$ cat config.mk
export PLATFORM = sky130hd
export DESIGN_NAME = alu_mc_flat
export DESIGN_NICKNAME = d
export VERILOG_FILES = /design/src/rtl/alu_pkg.sv /design/src/rtl/alu_mc_if.sv /design/src/rtl/alu_iter_muldiv.sv /design/src/rtl/alu_mc.sv /design/src/flat_wrapper.sv
export SDC_FILE = /design/constraint.sdc
export NUM_CORES = 1
export LEC_CHECK = 0
export CAP_MARGIN = 10
export CORE_ASPECT_RATIO = 1.1
export CORE_UTILIZATION = 30
export DETAILED_ROUTE_END_ITERATION = 10
export GPL_TIMING_DRIVEN = 0
export HOLD_SLACK_MARGIN = 0.06
export SLEW_MARGIN = 10
export SYNTH_ARGS = -nofsm -noshare
export SYNTH_HDL_FRONTEND = slang
export SYNTH_HIERARCHICAL = 1
export SYNTH_SLANG_ARGS = --single-unit
$ cat constraint.sdc
create_clock -name clk -period 6.6 [get_ports clk]
set_clock_uncertainty 0.2 [all_clocks]
set_input_delay 0.66 -clock clk [delete_from_list [all_inputs] [get_ports clk]]
set_output_delay 0.66 -clock clk [all_outputs]
set_load 0.02 [all_outputs]
$ cat src/rtl/alu_pkg.sv
// Shared definitions for the multi-cycle ALU: opcode/function encodings,
// decoded operation, FSM states and flag bit positions. Optional macro: ALU_DIV_EN.
package alu_pkg;

    localparam logic [5:0] OP_R_TYPE = 6'h00;
    localparam logic [5:0] OP_BEQZ   = 6'h04;
    localparam logic [5:0] OP_BNEZ   = 6'h05;
    localparam logic [5:0] OP_ADDI   = 6'h08;
    localparam logic [5:0] OP_SUBI   = 6'h09;
    localparam logic [5:0] OP_ANDI   = 6'h0C;
    localparam logic [5:0] OP_ORI    = 6'h0D;

    localparam logic [5:0] FN_SLL    = 6'h00;
    localparam logic [5:0] FN_SRL    = 6'h02;
    localparam logic [5:0] FN_SRA    = 6'h03;
    localparam logic [5:0] FN_MULT   = 6'h18;
    localparam logic [5:0] FN_DIV    = 6'h1A;
    localparam logic [5:0] FN_ADD    = 6'h20;
    localparam logic [5:0] FN_SUB    = 6'h22;
    localparam logic [5:0] FN_AND    = 6'h24;
    localparam logic [5:0] FN_OR     = 6'h25;
    localparam logic [5:0] FN_XOR    = 6'h26;
    localparam logic [5:0] FN_NOT    = 6'h27;
    localparam logic [5:0] FN_SLT    = 6'h2A;
    localparam logic [5:0] FN_CMP    = 6'h2B;

    localparam int unsigned FLAG_ZERO  = 3;
    localparam int unsigned FLAG_NEG   = 2;
    localparam int unsigned FLAG_CARRY = 1;
    localparam int unsigned FLAG_OVF   = 0;

    // Branch ops only drive the branch decision; their data result is 0.
    typedef enum logic [3:0] {
        ALU_ADD, ALU_SUB, ALU_AND, ALU_OR, ALU_XOR, ALU_NOT,
        ALU_SLL, ALU_SRL, ALU_SRA, ALU_SLT, ALU_MUL, ALU_DIV,
        ALU_BEQZ, ALU_BNEZ, ALU_NOP
    } alu_op_e;

    typedef enum logic { MODE_MUL, MODE_DIV } md_mode_e;

`ifdef ALU_DIV_EN
    typedef enum logic [1:0] { ST_IDLE, ST_MUL, ST_DIV } alu_state_e;
`else
    typedef enum logic { ST_IDLE, ST_MUL } alu_state_e;
`endif

endpackage

$ cat src/rtl/alu_mc_if.sv
// Operand/result handshake bundle between the execute stage and alu_mc.
interface alu_mc_if #(
    parameter int unsigned DATA_WIDTH     = 32,
    parameter int unsigned OPCODE_WIDTH   = 6,
    parameter int unsigned FUNCTION_WIDTH = 6
);
    logic                      alu_in_valid;
    logic                      alu_in_ready;
    logic [DATA_WIDTH-1:0]     alu_data_in_a;
    logic [DATA_WIDTH-1:0]     alu_data_in_b;
    logic [OPCODE_WIDTH-1:0]   alu_opcode;
    logic [FUNCTION_WIDTH-1:0] alu_function;
    logic                      alu_out_valid;
    logic                      alu_out_ready;
    logic [DATA_WIDTH-1:0]     alu_data_out;
    logic                      alu_branch_result;
    logic [3:0]                alu_flags;
    logic                      alu_div_by_zero;

    modport master (
        output alu_in_valid, alu_data_in_a, alu_data_in_b, alu_opcode, alu_function,
        output alu_out_ready,
        input  alu_in_ready, alu_out_valid, alu_data_out, alu_branch_result,
        input  alu_flags, alu_div_by_zero
    );

    modport slave (
        input  alu_in_valid, alu_data_in_a, alu_data_in_b, alu_opcode, alu_function,
        input  alu_out_ready,
        output alu_in_ready, alu_out_valid, alu_data_out, alu_branch_result,
        output alu_flags, alu_div_by_zero
    );
endinterface

$ cat src/rtl/alu_iter_muldiv.sv
// Iterative shift-add multiplier / restoring divider sharing one register set;
// one step per cycle, DATA_WIDTH steps. Divider present only with ALU_DIV_EN.
module alu_iter_muldiv
    import alu_pkg::*;
#(
    parameter int unsigned DATA_WIDTH = 32
) (
    input  logic                  clk,
    input  logic                  rst,
    input  logic                  start,
    input  md_mode_e              mode,
    input  logic [DATA_WIDTH-1:0] op_a,
    input  logic [DATA_WIDTH-1:0] op_b,
    output logic                  done,
    output logic [DATA_WIDTH-1:0] result,
    output logic                  div_by_zero
);
    localparam int unsigned CW = $clog2(DATA_WIDTH + 1);

    logic [CW-1:0]         count;
    logic [DATA_WIDTH-1:0] acc, sreg, oreg;
    logic [DATA_WIDTH-1:0] acc_nx, sreg_nx, oreg_nx;
    logic                  go;

`ifdef ALU_DIV_EN
    md_mode_e              mode_q;
    logic                  dbz_q;
    logic [DATA_WIDTH:0]   shifted;

    assign go = start;
`else
    assign go = start && (mode == MODE_MUL);
`endif

    // MUL: acc accumulates, sreg = multiplier (shifts right), oreg = multiplicand (shifts left).
    // DIV: acc = partial remainder, sreg = dividend becoming quotient, oreg = divisor.
    always_comb begin
        acc_nx  = acc;
        sreg_nx = sreg >> 1;
        oreg_nx = oreg << 1;
        if (sreg[0]) acc_nx = acc + oreg;
`ifdef ALU_DIV_EN
        shifted = {acc, sreg[DATA_WIDTH-1]};
        if (mode_q == MODE_DIV) begin
            oreg_nx = oreg;
            if (shifted >= {1'b0, oreg}) begin
                acc_nx  = DATA_WIDTH'(shifted - {1'b0, oreg});
                sreg_nx = {sreg[DATA_WIDTH-2:0], 1'b1};
            end else begin
                acc_nx  = shifted[DATA_WIDTH-1:0];
                sreg_nx = {sreg[DATA_WIDTH-2:0], 1'b0};
            end
        end
`endif
    end

    always_ff @(posedge clk) begin
        if (rst) begin
            count <= '0;
            acc   <= '0;
            sreg  <= '0;
            oreg  <= '0;
`ifdef ALU_DIV_EN
            mode_q <= MODE_MUL;
            dbz_q  <= 1'b0;
`endif
        end else if (go) begin
            count <= CW'(DATA_WIDTH);
            acc   <= '0;
            sreg  <= op_a;
            oreg  <= op_b;
`ifdef ALU_DIV_EN
            mode_q <= mode;
            dbz_q  <= (mode == MODE_DIV) && (op_b == '0);
`endif
        end else if (count != '0) begin
            count <= count - CW'(1);
            acc   <= acc_nx;
            sreg  <= sreg_nx;
            oreg  <= oreg_nx;
        end
    end

    assign done = (count == CW'(1));

`ifdef ALU_DIV_EN
    assign result      = (mode_q == MODE_DIV) ? sreg_nx : acc_nx;
    assign div_by_zero = dbz_q;
`else
    assign result      = acc_nx;
    assign div_by_zero = 1'b0;
`endif

endmodule

$ cat src/rtl/alu_mc.sv
// Multi-cycle execute-stage ALU: decode, single-cycle datapath, handshake and
// registered outputs; MULT/DIV delegated to alu_iter_muldiv. Optional macro: ALU_DIV_EN.
module alu_mc
    import alu_pkg::*;
#(
    parameter int unsigned DATA_WIDTH     = 32,
    parameter int unsigned OPCODE_WIDTH   = 6,
    parameter int unsigned FUNCTION_WIDTH = 6
) (
    input logic      clk,
    input logic      rst,
    alu_mc_if.slave  bus
);
    localparam int unsigned MSB  = DATA_WIDTH - 1;
    localparam int unsigned SH_W = $clog2(DATA_WIDTH);

    alu_state_e            state_q, state_d;
    alu_op_e               op;
    md_mode_e              md_mode;
    logic                  accept, md_start, md_done, md_dbz;
    logic                  load_single, load_md;
    logic [DATA_WIDTH-1:0] a, b, sc_result, md_result, sel_result;
    logic [DATA_WIDTH:0]   sum, diff;
    logic [SH_W-1:0]       shamt;
    logic                  sc_carry, sc_ovf, sc_branch;
    logic [3:0]            flags_d;

    logic                  out_valid_q, branch_q, dbz_q;
    logic [DATA_WIDTH-1:0] data_q;
    logic [3:0]            flags_q;

    assign a = bus.alu_data_in_a;
    assign b = bus.alu_data_in_b;

    assign bus.alu_in_ready = (state_q == ST_IDLE) && (!out_valid_q || bus.alu_out_ready);
    assign accept           = bus.alu_in_valid && bus.alu_in_ready;

    always_comb begin
        op = ALU_NOP;
        if (bus.alu_opcode == OPCODE_WIDTH'(OP_R_TYPE)) begin
            case (bus.alu_function)
                FUNCTION_WIDTH'(FN_ADD):  op = ALU_ADD;
                FUNCTION_WIDTH'(FN_SUB):  op = ALU_SUB;
                FUNCTION_WIDTH'(FN_CMP):  op = ALU_SUB;
                FUNCTION_WIDTH'(FN_AND):  op = ALU_AND;
                FUNCTION_WIDTH'(FN_OR):   op = ALU_OR;
                FUNCTION_WIDTH'(FN_XOR):  op = ALU_XOR;
                FUNCTION_WIDTH'(FN_NOT):  op = ALU_NOT;
                FUNCTION_WIDTH'(FN_SLL):  op = ALU_SLL;
                FUNCTION_WIDTH'(FN_SRL):  op = ALU_SRL;
                FUNCTION_WIDTH'(FN_SRA):  op = ALU_SRA;
                FUNCTION_WIDTH'(FN_SLT):  op = ALU_SLT;
                FUNCTION_WIDTH'(FN_MULT): op = ALU_MUL;
                FUNCTION_WIDTH'(FN_DIV):  op = ALU_DIV;
                default:                  op = ALU_NOP;
            endcase
        end else begin
            case (bus.alu_opcode)
                OPCODE_WIDTH'(OP_ADDI): op = ALU_ADD;
                OPCODE_WIDTH'(OP_SUBI): op = ALU_SUB;
                OPCODE_WIDTH'(OP_ANDI): op = ALU_AND;
                OPCODE_WIDTH'(OP_ORI):  op = ALU_OR;
                OPCODE_WIDTH'(OP_BEQZ): op = ALU_BEQZ;
                OPCODE_WIDTH'(OP_BNEZ): op = ALU_BNEZ;
                default:                op = ALU_NOP;
            endcase
        end
    end

    // Carry for subtraction is the borrow out of the zero-extended difference.
    always_comb begin
        sum       = {1'b0, a} + {1'b0, b};
        diff      = {1'b0, a} - {1'b0, b};
        shamt     = b[SH_W-1:0];
        sc_result = '0;
        sc_carry  = 1'b0;
        sc_ovf    = 1'b0;
        sc_branch = 1'b0;
        case (op)
            ALU_ADD: begin
                sc_result = sum[MSB:0];
                sc_carry  = sum[DATA_WIDTH];
                sc_ovf    = (a[MSB] == b[MSB]) && (sum[MSB] != a[MSB]);
            end
            ALU_SUB: begin
                sc_result = diff[MSB:0];
                sc_carry  = diff[DATA_WIDTH];
                sc_ovf    = (a[MSB] != b[MSB]) && (diff[MSB] != a[MSB]);
            end
            ALU_AND:  sc_result = a & b;
            ALU_OR:   sc_result = a | b;
            ALU_XOR:  sc_result = a ^ b;
            ALU_NOT:  sc_result = ~b;
            ALU_SLL:  sc_result = a << shamt;
            ALU_SRL:  sc_result = a >> shamt;
            ALU_SRA:  sc_result = $signed(a) >>> shamt;
            ALU_SLT:  sc_result = {{(DATA_WIDTH-1){1'b0}}, ($signed(a) < $signed(b))};
            ALU_BEQZ: sc_branch = (a == '0);
            ALU_BNEZ: sc_branch = (a != '0);
            default: ;
        endcase
    end

`ifdef ALU_DIV_EN
    assign md_start = accept && ((op == ALU_MUL) || (op == ALU_DIV));
`else
    assign md_start = accept && (op == ALU_MUL);
`endif
    assign md_mode = (op == ALU_DIV) ? MODE_DIV : MODE_MUL;

    alu_iter_muldiv #(
        .DATA_WIDTH (DATA_WIDTH)
    ) u_muldiv (
        .clk         (clk),
        .rst         (rst),
        .start       (md_start),
        .mode        (md_mode),
        .op_a        (a),
        .op_b        (b),
        .done        (md_done),
        .result      (md_result),
        .div_by_zero (md_dbz)
    );

    always_ff @(posedge clk) begin
        if (rst) state_q <= ST_IDLE;
        else     state_q <= state_d;
    end

    always_comb begin
        state_d = state_q;
        case (state_q)
            ST_IDLE: begin
                if (md_start) begin
`ifdef ALU_DIV_EN
                    state_d = (md_mode == MODE_DIV) ? ST_DIV : ST_MUL;
`else
                    state_d = ST_MUL;
`endif
                end
            end
            ST_MUL: if (md_done) state_d = ST_IDLE;
`ifdef ALU_DIV_EN
            ST_DIV: if (md_done) state_d = ST_IDLE;
`endif
            default: state_d = ST_IDLE;
        endcase
    end

    assign load_single = accept && !md_start;
    assign load_md     = md_done;
    assign sel_result  = load_md ? md_result : sc_result;

    always_comb begin
        flags_d             = '0;
        flags_d[FLAG_ZERO]  = (sel_result == '0);
        flags_d[FLAG_NEG]   = sel_result[MSB];
        flags_d[FLAG_CARRY] = !load_md && sc_carry;
        flags_d[FLAG_OVF]   = !load_md && sc_ovf;
    end

    always_ff @(posedge clk) begin
        if (rst) begin
            out_valid_q <= 1'b0;
            data_q      <= '0;
            flags_q     <= '0;
            branch_q    <= 1'b0;
            dbz_q       <= 1'b0;
        end else if (load_single || load_md) begin
            out_valid_q <= 1'b1;
            data_q      <= sel_result;
            flags_q     <= flags_d;
            branch_q    <= !load_md && sc_branch;
            dbz_q       <= load_md && md_dbz;
        end else if (bus.alu_out_ready) begin
            out_valid_q <= 1'b0;
        end
    end

    assign bus.alu_out_valid     = out_valid_q;
    assign bus.alu_data_out      = data_q;
    assign bus.alu_flags         = flags_q;
    assign bus.alu_branch_result = branch_q;
    assign bus.alu_div_by_zero   = dbz_q;

endmodule
$ cat src/flat_wrapper.sv
// flat-port wrapper written by rule: the top's interface ports become plain ports
module alu_mc_flat import alu_pkg::*;
#(
    parameter int unsigned DATA_WIDTH     = 32,
    parameter int unsigned OPCODE_WIDTH   = 6,
    parameter int unsigned FUNCTION_WIDTH = 6
)
  (clk, rst, bus_alu_in_valid, bus_alu_data_in_a, bus_alu_data_in_b, bus_alu_opcode, bus_alu_function, bus_alu_out_ready, bus_alu_in_ready, bus_alu_out_valid, bus_alu_data_out, bus_alu_branch_result, bus_alu_flags, bus_alu_div_by_zero);
  alu_mc_if #(.DATA_WIDTH(DATA_WIDTH), .OPCODE_WIDTH(OPCODE_WIDTH), .FUNCTION_WIDTH(FUNCTION_WIDTH)) bus_i ();
  input logic clk;
  input logic rst;
  input wire logic [$bits(bus_i.alu_in_valid)-1:0] bus_alu_in_valid;
  input wire logic [$bits(bus_i.alu_data_in_a)-1:0] bus_alu_data_in_a;
  input wire logic [$bits(bus_i.alu_data_in_b)-1:0] bus_alu_data_in_b;
  input wire logic [$bits(bus_i.alu_opcode)-1:0] bus_alu_opcode;
  input wire logic [$bits(bus_i.alu_function)-1:0] bus_alu_function;
  input wire logic [$bits(bus_i.alu_out_ready)-1:0] bus_alu_out_ready;
  output wire logic [$bits(bus_i.alu_in_ready)-1:0] bus_alu_in_ready;
  output wire logic [$bits(bus_i.alu_out_valid)-1:0] bus_alu_out_valid;
  output wire logic [$bits(bus_i.alu_data_out)-1:0] bus_alu_data_out;
  output wire logic [$bits(bus_i.alu_branch_result)-1:0] bus_alu_branch_result;
  output wire logic [$bits(bus_i.alu_flags)-1:0] bus_alu_flags;
  output wire logic [$bits(bus_i.alu_div_by_zero)-1:0] bus_alu_div_by_zero;
  assign bus_i.alu_in_valid = bus_alu_in_valid;
  assign bus_i.alu_data_in_a = bus_alu_data_in_a;
  assign bus_i.alu_data_in_b = bus_alu_data_in_b;
  assign bus_i.alu_opcode = bus_alu_opcode;
  assign bus_i.alu_function = bus_alu_function;
  assign bus_i.alu_out_ready = bus_alu_out_ready;
  assign bus_alu_in_ready = bus_i.alu_in_ready;
  assign bus_alu_out_valid = bus_i.alu_out_valid;
  assign bus_alu_data_out = bus_i.alu_data_out;
  assign bus_alu_branch_result = bus_i.alu_branch_result;
  assign bus_alu_flags = bus_i.alu_flags;
  assign bus_alu_div_by_zero = bus_i.alu_div_by_zero;
  alu_mc #(.DATA_WIDTH(DATA_WIDTH), .OPCODE_WIDTH(OPCODE_WIDTH), .FUNCTION_WIDTH(FUNCTION_WIDTH)) u_core (.clk(clk), .rst(rst), .bus(bus_i));
endmodule
# Word level (Yosys, flattened, before mapping)
# Memory sizes are Yosys's and may differ from the RTL's.
# Index checks and enable logic that the tools add are counted.
[word_totals]
n_memories = 1
rom_bits = 256
word_cells = 93
in_bits = 80
output_inout_bits = 40
reg_bits = 141
[op_classes]
n_lt_le_gt_ge = 1
mux = 20
n_eq_ne = 24
shift = 3
bitwise = 6
n_reduce_logical = 24
n_addsub = 4
[memory_table]
columns = ["name", "words", "word_bits", "rd", "rd_ports_with_merged_regs", "wr", "line_no", "source"]
rows = [
  ["(no name shown)", 64, 4, 1, 0, 0, "alu_mc.sv:41", "case (bus.alu_function)"],
]
[ops]
columns = ["operator", "n"]
rows = [
  ["one-hot mux 32 bit (10 select lines)", 1],
  ["2-to-1 mux 32 bit", 6],
  ["logical NOT 32 bit", 2],
  ["adder 32 x 32 -> 33 bit", 1],
  ["subtractor 32 x 32 -> 33 bit", 1],
  ["adder 32 bit", 1],
  ["AND 32 bit", 1],
  ["less-than comparator 32 bit", 1],
  ["inverter 32 bit", 1],
  ["bitwise OR 32 bit", 1],
  ["nonzero test 32 bit", 1],
  ["left shift 32 x 5 -> 32 bit", 1],
  [">> shifter 32 x 5 -> 32 bit", 1],
  [">>> shifter 32 x 5 -> 32 bit", 1],
  ["XOR 32 bit", 1],
  ["equality test 4 bit, second input constant", 6],
  ["equality test 6 x 4 -> 1 bit, second input constant", 4],
  ["one-hot mux 4 bit (6 select lines)", 1],
  ["equality test 4 x 3 -> 1 bit, second input constant", 4],
  ["equality test 6 x 3 -> 1 bit, second input constant", 2],
  ["2-to-1 mux 6 bit", 2],
  ["logical AND 1 bit", 10],
  ["equality test 4 x 2 -> 1 bit, second input constant", 2],
  ["one-hot mux 1 bit (2 select lines)", 4],
  ["15 further kinds", 26],
]

# Longest topological paths before layout
[depth]
ltp_word = 9
depth_mapped = 18
depth_no_buf = 17

# Modules after synthesis
# The synthesis kept the hierarchy.
[by_module_without_submodules]
columns = ["mod", "area_per_inst_um2", "cells_each", "instances", "seq_area_each_um2"]
rows = [
  ["alu_mc", 12238.0, 1798, 1, 780.7],
  ["alu_iter_muldiv", 6351.1, 835, 1, 2042.0],
]

# Worst setup path after synthesis
# Ideal clock, no wire load.
[synth_timing]
kind = "input -> register"
start = "input port bus_alu_data_in_b[3]"
end = "register u_core.flags_q[3] (netlist: u_core/bus.alu_flags[3])"
stages = 18
path_buffers = 4
slack_ps = 812
arrival_ps = 5504
path_cell_list = "inv_1 buf_1 clkbuf_1 buf_1 ha_1 clkbuf_1 and2_1 a221o_1 o2111a_1 o311ai_1 o211ai_1 a21oi_1 nand3b_1 a21oi_1 or4_1 or4_1 or4_1 o31ai_2"
[synth_via]
elab_chain_len = 4
elab_cells_between_ends = 13
classes_between = "2 x add/sub; 1 x order compare; 3 x shift; 2 x mux; 4 x bitwise; 1 x reduce/logical"
[synth_rtl]
columns = ["element", "line_no", "source"]
rows = [
  ["from (decl)", "flat_wrapper.sv:14", "input wire logic [$bits(bus_i.alu_data_in_b)-1:0] bus_alu_data_in_b;"],
  ["subtractor 32 x 32 -> 33 bit (tied with other cells)", "alu_mc.sv:73", "diff = {1'b0, a} - {1'b0, b};"],
  ["one-hot mux 32 bit (10 select lines) (*)", "alu_mc.sv:79", "case (op)"],
  ["2-to-1 mux 32 bit (*)", "alu_mc.sv:152", "assign sel_result = load_md ? md_result : sc_result;"],
  ["logical NOT 32 bit (*)", "alu_mc.sv:156", "flags_d[FLAG_ZERO] = (sel_result == '0);"],
  ["to (signal assigned)", "alu_mc.sv:172", "flags_q <= flags_d;"],
  ["to (decl)", "alu_mc.sv:30", "logic [3:0] flags_q;"],
]
# Every way passes the cells marked *; elsewhere a longest branch is shown, timed or not.
# A chain may end at the register's enable or synchronous reset.

# Worst setup path in the final report
[layout_timing]
start = "input port bus_alu_data_in_b[4]"
end = "register u_core.flags_q[3] (netlist: u_core/bus.alu_flags[3])"
# The elaborated chain is that of the path after synthesis.

==> flow_summary.toml <==
[clocking]
cts_tree = "built"
cts.sinks = 141
cts_buffers = 17
clk_latency_ns = 0.47
clkTransAtPathRegs_ns = 0.06
root_buffer = "clkbuf_16"
cts_max_path_buffers = 2
htreeDepth = 4

[timing]
min_period_ns = 6.64
relSlewSlack = 0.226
finalHoldViolCount = 0
setup_ws_ns = -0.0429
rsz0062_at_grt = "true"
hold_slack_ns = 0.251
fin_setup_tns_ns = -0.0429
setup_violations = 1
report.final.slew_viol_count = 0
worst_pin_slew_ns = 1.16
fin_crit_sh = 1.01
fmax_mhz = 151

[detailed_routing]
viasPerCell = 6.31
wirelength_mm = 104
wl_per_cell_um = 28.7
firstDrtPassIters = 8
drc = 0
antenna_left = 0
vias = 22809
drt-initial-drc-count = 2879

[cells_and_area]
final_cell_mix = "363 x nand2_1, 277 x nor2_1, 220 x a21oi_1"
nets = 2991
final_common_cell = "nand2_1"
syn_to_final_growth_pct = 16.3
diodes = 0
fin_cells = 3614
nFillCells = 6652
fin_util = 0.353
drive_above_1_share = 0.0842

[power_and_ir_drop]
powerDensity_mw_per_mm2 = 174
ir_drop_mv = 0.181
power_leakage_nw = 8.05
fin_total_pwr_mw = 3.75

[placement]
hpwl_mm = 82.4
placement.io_buffers = 118
gp_congestion = 1.08
post-place-cells = 3578

[worst_setup_path]
slowest_delay_ns = 0.65
crit_path_cell_trace = "clkdlybuf4s50_1 > buf_2 > inv_1 > clkbuf_2 > clkbuf_4 > ha_1 > clkbuf_1 > and2_1 > nand3_1 > a21oi_1 > o21ai_0 > nor2b_1 > xnor2_1 > a22oi_1 > a21oi_1 > or4_1 > or4_1 > or4_1 > o31ai_2"
end_kind = "flip-flop"
cpMostUsedCell = "or4_1"
crit_type = "input port to flip-flop"
arrival_ns = 6.83
critPathSlowestCell = "or4_1"
worstPathRequired_ns = 6.78
critical_path.top_delay_family = "simple AND/OR/NAND/NOR gates"
path_buf_inv = 6
critPathMaxFanout = 11
start_kind = "input port"

[die]
core_mm2 = 0.0612
fp.dieArea_mm2 = 0.0630
die_x_um = 239
initial_core_util = 0.304
io-pin-count = 120
rows = 95
die_y_um = 263

[logic_synthesis]
synth_ff_type = "dfxtp_1"
syn_nets = 2846
yosys_warnings = 6
synth-seq-cells = 141
synth-edff-count = 0
syn_inst = 2633
synth-async-reset-ratio = 0
synth-seq-area-share = 0.152
synth_cell_types = 103
syn-cell-area_mm2 = 0.0186
syn_area_per_cell_um2 = 7.06

[global_routing]
grt_max_degree = 17
antenna_found_initial = 0
grtUsageTotal = 0.320
overflow = 0
grt_pass1_wl_mm = 147
grt_pass1_vias = 21104

[run_status]
status = "complete, but fails checks"
violations = "negative setup slack"

[flow_run]
cap_viol_max_count = 0

[min_path]
hold_path.class = "flip-flop to flip-flop"
-- cell usage after synthesis (all sizes together), types with 13 or more instances --
library cell	instances	share of area
a211o	15	0.0071
a211oi	58	0.024
a21o	26	0.011
a21oi	220	0.059
a221oi	16	0.0075
a22oi	18	0.0073
a311oi	70	0.033
a31oi	39	0.014
and2	17	0.0057
and3	24	0.0085
buf	66	0.020
clkbuf	159	0.032
dfxtp	141	0.15
ha	130	0.088
inv	116	0.023
mux2	50	0.030
mux2i	62	0.033
mux4	33	0.040
nand2	364	0.074
nand2b	30	0.010
nand3	59	0.016
nand4	26	0.0088
nor2	277	0.056
nor2b	22	0.0074
nor3	60	0.017
nor4	24	0.0081
o211ai	27	0.011
o21a	13	0.0052
o21ai	124	0.034
o21bai	16	0.0065
o22ai	27	0.0091
o31ai	18	0.0075
or2	14	0.0047
or3	18	0.0061
or4	17	0.0069
xnor2	42	0.020
xor2	13	0.0061
-- kinds of logic after synthesis --
kind of cell	Yosys count	synth area share
AOI/OAI and AO/OA	835	0.310
and+or+nand+nor	981	0.242
muxes	145	0.104
DFF	141	0.152
buffers and inverters	342	0.0759
other	1	0.000202
adders and majority gates	133	0.0907
xor gates and xnor gates	55	0.0259
-- where the power goes --
group	leakage [nW]	total [mW]	internal [mW]	switching, mW
Sequential	1.14	0.934	0.894	0.0392
Clock	0.295	1.02	0.620	0.400
Combinational	6.61	1.80	0.501	1.30
-- state kept, by name, indices dropped and copies added, names as in the netlist, 4 cells and up --
name,flops
u_core/u_muldiv/acc,32
u_core/u_muldiv/count,6
u_core/u_muldiv/oreg,32
u_core/u_muldiv/sreg,32
u_core/bus.alu_data_out,31
u_core/bus.alu_flags,4
-- area by class of cell --
cell class	count	area [um2]	area share
buffer	224	986	0.0456
clock buffer	21	470	0.0218
clock inverter	10	138	0.00637
inverter	116	443	0.0205
multi-input combinational	2150	14500	0.669
sequential	141	2820	0.131
tap	824	1030	0.0477
timing repair buffer	128	1250	0.0580
-- metrics by stage --
step           cell area [um2]  setup WS [ns]
2_1_floorplan            18600          0.812
3_3_place_gp             20800          -1.83
3_5_place_dp             20800          -1.73
4_1_cts                  21500        0.00246
5_1_grt                  21600        -0.0642
6_report                 21600        -0.0429
-- layer usage --
| layer | routed length (um) | global-route usage |
|---|---|---|
| met1 | 40300 | 0.394 |
| met2 | 44500 | 0.491 |
| met3 | 10800 | 0.0755 |
| met4 | 8260 | 0.220 |
| met5 | 0 | 0 |
-- repair_timing --
action / CTS / global route
endpoints found under the setup margin: 46 / 33
setup buffers: 0 / 7
endpoints found under the hold margin: 0 / 0
resized for setup: 19 / 23
hold buffers: 0 / 0
-- final timing paths --
check / start / to / slack [ns] / depth (start not counted)
worst max-delay path: bus_alu_data_in_b[4] / u_core/bus.alu_flags[3] / -0.04 / 19
worst min-delay path: u_core/bus.alu_data_out[27] / u_core/bus.alu_data_out[27] / 0.25 / 2
worst max register to register: u_core/u_muldiv/count[5] / u_core/bus.alu_flags[3] / 0.40 / 12
worst min register to register: u_core/bus.alu_data_out[27] / u_core/bus.alu_data_out[27] / 0.25 / 2
-- worst register-to-register path, cell delays in order, from the launching register on --
cell	delay, ns
dfxtp_1	0.32
nor4_1	0.42
and2_1	0.22
clkbuf_1	0.53
clkbuf_1	0.70
clkbuf_1	0.88
clkbuf_1	0.52
clkbuf_1	0.78
nor2_1	0.16
a31oi_1	0.54
nand2_1	0.12
or4_1	0.50
o31ai_2	0.21
(Power assumes the default switching activity.)
